`config.mk`:
```
export PLATFORM = sky130hd
export DESIGN_NAME = spi_sclk_gen_flat
export DESIGN_NICKNAME = d
export VERILOG_FILES = /design/src/rtl/spi_sclk_gen_if.sv /design/src/rtl/spi_sclk_gen.sv /design/src/flat_wrapper.sv
export SDC_FILE = /design/constraint.sdc
export NUM_CORES = 1
export LEC_CHECK = 0
export ABC_AREA = 1
export BUFFER_PORTS_ARGS = -buffer_cell sky130_fd_sc_hd__buf_4
export CAP_MARGIN = 25
export CORE_UTILIZATION = 25
export CTS_BUF_LIST = sky130_fd_sc_hd__clkbuf_2
export DETAILED_ROUTE_END_ITERATION = 8
export GPL_TIMING_DRIVEN = 1
export PLACE_DENSITY = 0.38
export SLEW_MARGIN = 20
export SYNTH_ARGS = -nofsm -noshare
export SYNTH_HDL_FRONTEND = slang
export SYNTH_SLANG_ARGS = --single-unit
```
`constraint.sdc`:
```
create_clock -name clk -period 2.37 [get_ports clk]
set_input_delay 0.3555 -clock clk [delete_from_list [all_inputs] [get_ports clk]]
set_output_delay 0.3555 -clock clk [all_outputs]
set_load 0.005 [all_outputs]
```
`src/rtl/spi_sclk_gen_if.sv`:
```
// Control and status bundle between the SPI master FSM and the SCLK generator.
interface spi_sclk_gen_if #(
    parameter int unsigned DIV_WIDTH = 8,
    parameter int unsigned CNT_WIDTH = 6
);
    logic                 start;
    logic                 abort;
    logic [DIV_WIDTH-1:0] div;
    logic [CNT_WIDTH-1:0] num_bits;
    logic                 cpol;
    logic                 cpha;
    logic                 sclk;
    logic                 sample_stb;
    logic                 shift_stb;
    logic                 busy;
    logic                 done;
    logic [CNT_WIDTH-1:0] bit_idx;

    // Control side: requests bursts and consumes strobes/status.
    modport master (
        output start, abort, div, num_bits, cpol, cpha,
        input  sclk, sample_stb, shift_stb, busy, done, bit_idx
    );

    // Generator side.
    modport slave (
        input  start, abort, div, num_bits, cpol, cpha,
        output sclk, sample_stb, shift_stb, busy, done, bit_idx
    );
endinterface

```
`src/rtl/spi_sclk_gen.sv`:
```
// SPI serial-clock generator: divides clk into SCLK for a burst of num_bits
// bits in any CPOL/CPHA mode and emits single-cycle sample/shift strobes.
module spi_sclk_gen #(
    parameter int unsigned DIV_WIDTH = 8,
    parameter int unsigned CNT_WIDTH = 6
) (
    input logic          clk,
    input logic          rst,
    spi_sclk_gen_if.slave bus
);

    typedef enum logic [1:0] {
        ST_IDLE = 2'd0,
        ST_RUN  = 2'd1,
        ST_HOLD = 2'd2
    } state_t;

    state_t               r_state,     w_state_nxt;
    logic [DIV_WIDTH-1:0] r_hcnt,      w_hcnt_nxt;
    logic [DIV_WIDTH-1:0] r_div,       w_div_nxt;
    logic [CNT_WIDTH-1:0] r_num,       w_num_nxt;
    logic                 r_cpol,      w_cpol_nxt;
    logic                 r_cpha,      w_cpha_nxt;
    logic                 r_sclk,      w_sclk_nxt;
    logic                 r_sample,    w_sample_nxt;
    logic                 r_shift,     w_shift_nxt;
    logic                 r_busy,      w_busy_nxt;
    logic                 r_done,      w_done_nxt;
    logic [CNT_WIDTH-1:0] r_bit_idx,   w_bit_idx_nxt;
    logic [CNT_WIDTH-1:0] w_bit_inc;

    assign w_bit_inc = r_bit_idx + CNT_WIDTH'(1);

    // State and registered-output update.
    always_ff @(posedge clk or negedge rst) begin
        if (!rst) begin
            r_state   <= ST_IDLE;
            r_hcnt    <= '0;
            r_div     <= '0;
            r_num     <= '0;
            r_cpol    <= 1'b0;
            r_cpha    <= 1'b0;
            r_sclk    <= 1'b0;
            r_sample  <= 1'b0;
            r_shift   <= 1'b0;
            r_busy    <= 1'b0;
            r_done    <= 1'b0;
            r_bit_idx <= '0;
        end else begin
            r_state   <= w_state_nxt;
            r_hcnt    <= w_hcnt_nxt;
            r_div     <= w_div_nxt;
            r_num     <= w_num_nxt;
            r_cpol    <= w_cpol_nxt;
            r_cpha    <= w_cpha_nxt;
            r_sclk    <= w_sclk_nxt;
            r_sample  <= w_sample_nxt;
            r_shift   <= w_shift_nxt;
            r_busy    <= w_busy_nxt;
            r_done    <= w_done_nxt;
            r_bit_idx <= w_bit_idx_nxt;
        end
    end

    // Next-state and next-output logic; a half-period event fires when the counter hits the divisor.
    always_comb begin
        w_state_nxt   = r_state;
        w_hcnt_nxt    = r_hcnt;
        w_div_nxt     = r_div;
        w_num_nxt     = r_num;
        w_cpol_nxt    = r_cpol;
        w_cpha_nxt    = r_cpha;
        w_sclk_nxt    = r_sclk;
        w_sample_nxt  = 1'b0;
        w_shift_nxt   = 1'b0;
        w_busy_nxt    = r_busy;
        w_done_nxt    = 1'b0;
        w_bit_idx_nxt = r_bit_idx;

        case (r_state)
            ST_IDLE: begin
                w_sclk_nxt = bus.cpol;
                if (bus.start && !bus.abort) begin
                    if (bus.num_bits != '0) begin
                        w_div_nxt     = bus.div;
                        w_num_nxt     = bus.num_bits;
                        w_cpol_nxt    = bus.cpol;
                        w_cpha_nxt    = bus.cpha;
                        w_hcnt_nxt    = '0;
                        w_bit_idx_nxt = '0;
                        w_busy_nxt    = 1'b1;
                        w_state_nxt   = ST_RUN;
                    end else begin
                        // Empty burst completes immediately with no SCLK activity.
                        w_done_nxt = 1'b1;
                    end
                end
            end

            ST_RUN, ST_HOLD: begin
                if (bus.abort) begin
                    w_state_nxt   = ST_IDLE;
                    w_sclk_nxt    = r_cpol;
                    w_busy_nxt    = 1'b0;
                    w_bit_idx_nxt = '0;
                    w_hcnt_nxt    = '0;
                end else if (r_hcnt == r_div) begin
                    w_hcnt_nxt = '0;
                    if (r_state == ST_HOLD) begin
                        w_state_nxt = ST_IDLE;
                        w_busy_nxt  = 1'b0;
                        w_done_nxt  = 1'b1;
                    end else begin
                        w_sclk_nxt = ~r_sclk;
                        if (r_sclk == r_cpol) begin
                            // Leading edge.
                            if (r_cpha) w_shift_nxt  = 1'b1;
                            else        w_sample_nxt = 1'b1;
                        end else begin
                            // Trailing edge completes a bit; the last one has no following shift.
                            w_bit_idx_nxt = w_bit_inc;
                            if (r_cpha)                w_sample_nxt = 1'b1;
                            else if (w_bit_inc != r_num) w_shift_nxt = 1'b1;
                            if (w_bit_inc == r_num)    w_state_nxt  = ST_HOLD;
                        end
                    end
                end else begin
                    w_hcnt_nxt = r_hcnt + DIV_WIDTH'(1);
                end
            end

            default: begin
                w_state_nxt = ST_IDLE;
            end
        endcase
    end

    assign bus.sclk       = r_sclk;
    assign bus.sample_stb = r_sample;
    assign bus.shift_stb  = r_shift;
    assign bus.busy       = r_busy;
    assign bus.done       = r_done;
    assign bus.bit_idx    = r_bit_idx;

endmodule

```
`src/flat_wrapper.sv`:
```
// flat-port wrapper written by rule: the top's interface ports become plain ports
module spi_sclk_gen_flat 
#(
    parameter int unsigned DIV_WIDTH = 8,
    parameter int unsigned CNT_WIDTH = 6
)
  (clk, rst, bus_start, bus_abort, bus_div, bus_num_bits, bus_cpol, bus_cpha, bus_sclk, bus_sample_stb, bus_shift_stb, bus_busy, bus_done, bus_bit_idx);
  spi_sclk_gen_if #(.DIV_WIDTH(DIV_WIDTH), .CNT_WIDTH(CNT_WIDTH)) bus_i ();
  input logic clk;
  input logic rst;
  input wire logic [$bits(bus_i.start)-1:0] bus_start;
  input wire logic [$bits(bus_i.abort)-1:0] bus_abort;
  input wire logic [$bits(bus_i.div)-1:0] bus_div;
  input wire logic [$bits(bus_i.num_bits)-1:0] bus_num_bits;
  input wire logic [$bits(bus_i.cpol)-1:0] bus_cpol;
  input wire logic [$bits(bus_i.cpha)-1:0] bus_cpha;
  output wire logic [$bits(bus_i.sclk)-1:0] bus_sclk;
  output wire logic [$bits(bus_i.sample_stb)-1:0] bus_sample_stb;
  output wire logic [$bits(bus_i.shift_stb)-1:0] bus_shift_stb;
  output wire logic [$bits(bus_i.busy)-1:0] bus_busy;
  output wire logic [$bits(bus_i.done)-1:0] bus_done;
  output wire logic [$bits(bus_i.bit_idx)-1:0] bus_bit_idx;
  assign bus_i.start = bus_start;
  assign bus_i.abort = bus_abort;
  assign bus_i.div = bus_div;
  assign bus_i.num_bits = bus_num_bits;
  assign bus_i.cpol = bus_cpol;
  assign bus_i.cpha = bus_cpha;
  assign bus_sclk = bus_i.sclk;
  assign bus_sample_stb = bus_i.sample_stb;
  assign bus_shift_stb = bus_i.shift_stb;
  assign bus_busy = bus_i.busy;
  assign bus_done = bus_i.done;
  assign bus_bit_idx = bus_i.bit_idx;
  spi_sclk_gen #(.DIV_WIDTH(DIV_WIDTH), .CNT_WIDTH(CNT_WIDTH)) u_core (.clk(clk), .rst(rst), .bus(bus_i));
endmodule
```
==> results.cfg <==
[synth]
ys_async_sr_fraction_pct = 100
synth_fp_nets = 315
synth_fa_ha_area_share_pct = 2.93
synth_area_sq_mm = 0.00213
synth_cell_types = 25
synth_top_area_cell = dfrtp_1
synth_edf_count = 0
synth_cells = 290
synth_warnings = 0
yosys.area_share.simple_pct = 30.3
yosysSeqAreaShare_pct = 43.4
synth-xor-area-share_pct = 1.64
synth_area_leaders = dfrtp_1 43%, nand2_1 14%, inv_1 7.7%, nand3_1 5.9%, nor2_1 5.8%
synth_common_cells = 77 x nand2_1, 44 x inv_1, 37 x dfrtp_1
synth_top_area_share_pct = 43.4
ys_ff_latch = 37
yosysMostFrequentCell = nand2_1
synth_compound_area_share_pct = 10.3
synthMuxAreaShare_pct = 1.58
synth_top_family_by_area = simple AND/OR/NAND/NOR gates
synth_flop_cell = dfrtp_1
syn_area_per_cell_sq_um = 7.36

[detailed_routing]
drt_iter0_markers = 100
dr.pass1.iters = 4
vias = 1835
wl_per_cell_microns = 12.1
drtAntennaViolNets = 0
viasPerCell = 4.25
drt_wl_total_mm = 5.21
drc = 0

[outcome]
status = complete, no violations

[layout]
n_antenna_cell = 0
areaGrowthSynthToFinish_pct = 18.7
fin_nets = 351
fill_cells = 925
drive_gt1_share_pct = 18.3

[power]
power_frac_seq_pct = 41.7
p_comb_share_pct = 45.2
irDropWorstVdd_mv = 0.353
leakagePower_nw = 1.32
p_clk_share_pct = 13.1
p_sw_mw = 1.03
switching_share_pct = 44.5
p_int_mw = 1.28
power.density_mw_per_mm2 = 913

[setup_path]
startpoint_type = flop
slowest_stage = dfrtp_1
critical_path_class = reg2reg
path_cells = inv_1 -> ha_1 -> inv_2 -> nor2_4 -> buf_4 -> a21oi_4 -> nand2_2 -> nand2_1 -> o21ai_2
setup.worst_path.end_class = flop
critical_path_arrival_ps = 2220
required_ps = 2670
cp_slowest_stage_delay_ps = 420
crit_fanout = 12
reg2reg_slack_ps = 460

[sta]
worstMarginPinSlew_ps = 520
fmaxAchievable_mhz = 523
finalSetupViolations = 0
timing.hold.ws_ps = 177
maxSlewViolCount = 0
rsz0062_at_grt = false
fin_tns_setup_ps = 0
relSlewSlack_pct = 65.4
hold_viol_final = 0
skew_ps = 14.8
min_period_ps = 1910
fin_crit_sh_pct = 80.7

[cts]
insertion_delay_ps = 390
cts_tree = yes
clk_pin_slew_ps = 210
post_cts_buffers = 0
h-tree-depth = 2
clock_sinks = 37
cts_buffers = 5
clockRootBuffer = clkbuf_2
cts_buffer_depth = 2

[die]
dieArea_sq_mm = 0.00891
floorplan.initialDensity_pct = 25.8
io_pins = 31
dieHeight_microns = 94.4
core_sq_mm = 0.00826
die_x_microns = 94.4
rows = 33

[global_routing]
grt.total_usage_pct = 12.9
grt_remaining_overflow = 0
grt_max_degree = 38
grt_pass1_wl_mm = 8.63
antenna_found_initial = 0
grt_pass1_vias = 1637

[run]
maxCapViolations = 0

[place]
io_buffers = 30
gp_congestion = 0.821
hpwl_mm = 3.98

[hold_path]
min_path_type = in2reg
==> power groups by stage <==
stage,Clock (mW),Combinational [mW],Sequential (mW)
final,0.303,1.05,0.966
after global routing,0.354,1.20,1.00
after CTS,0.327,1.07,0.970
after detailed placement,0,1.06,0.984
after global placement,0,1.06,0.984
after floorplan,0,0.803,0.944
==> area by class of cell <==
cell class,count,area (sq um),share of cell area (%)
multi-input combinational,200,998,39.4
timing repair buffer,34,258,10.2
clock buffer,6,30.0,1.19
inverter,48,180,7.11
sequential,37,926,36.5
tap,105,131,5.19
clock inverter,2,10.0,0.395
==> metal layers <==
metal	track usage, %	wire (microns)
met1	18.7	2700
met2	19.2	2230
met3	2.90	217
met4	3.46	64
met5	0	0
==> stage by stage <==
stage	cells	setup slack, ps	util (%)	total power [mW]	instance area (sq um)
global placement	423	460	30.1	2.05	2480
floorplan	290	702	-	1.75	2130
global route	432	303	30.7	2.55	2530
finish	432	457	30.7	2.31	2530
CTS	432	427	30.7	2.36	2530
detailed placement	423	461	30.1	2.04	2480
==> critical path: cells and delay by family, from the launching register on <==
family / cells / cell delay (ps)
buffers and inverters: 3 / 360
AOI/OAI and AO/OA: 2 / 270
adders and majority gates: 1 / 370
DFF: 1 / 420
and+or+nand+nor: 3 / 390
==> state kept, by name, summed over array words and instances, names as in the netlist <==
signal                 count
u_core.r_div               8
u_core.r_hcnt              8
u_core.bus.bit_idx         6
u_core.r_num               6
u_core.r_state             2
u_core.bus.busy            1
u_core.bus.done            1
u_core.bus.sample_stb      1
u_core.bus.sclk            1
u_core.bus.shift_stb       1
u_core.r_cpha              1
u_core.r_cpol              1
==> cells in the final DEF (no fill, tap or decap) <==
cell           instances
nand3b_1               1
nand3_1               25
nand4_1                8
and2_1                 1
nor2_2                 1
o21ai_0               13
mux2_2                 3
o21ai_2                7
nand2_2                2
xnor2_1                2
a21oi_4                1
clkinv_2               2
clkbuf_2               6
ha_1                   5
o21bai_1               1
nor2_4                 1
inv_2                  4
dfrtp_1               37
buf_4                 33
dlygate4sd3_1          1
a21oi_1               14
xor2_1                 2
nand2_1               77
nor3_1                 3
nor2_1                33
inv_1                 44
==> final timing paths <==
path                                                     from                                end  cells after the start
worst max-delay path            u_core.r_state[0]$_DFFE_PN0P_  u_core.bus.bit_idx[1]$_DFFE_PN0P_                      9
worst max register to register  u_core.r_state[0]$_DFFE_PN0P_  u_core.bus.bit_idx[1]$_DFFE_PN0P_                      9
max in group asynchronous                                 rst        u_core.r_div[6]$_DFFE_PN0P_                      2
min in group asynchronous                                 rst    u_core.bus.sample_stb$_DFF_PN0_                      2
worst min register to register    u_core.bus.busy$_DFFE_PN0P_        u_core.bus.busy$_DFFE_PN0P_                      2
worst min-delay path                                 bus_cpha          u_core.r_cpha$_DFFE_PN0P_                      2
==> cells by family after synthesis <==
group | count (synthesis)
adder cells (fa/ha/maj) | 5
flip-flops | 37
multiplexers | 3
AO/OA/AOI/OAI | 36
XOR/XNOR | 4
buffers and inverters | 53
AND/OR/NAND/NOR | 152
==> what timing repair did <==
action / CTS / global route
gates resized for setup: 0 / 0
endpoints found under the hold margin: 37 / 0
hold buffers: 1 / 0
Note: power is estimated with default switching activity, not from simulation.
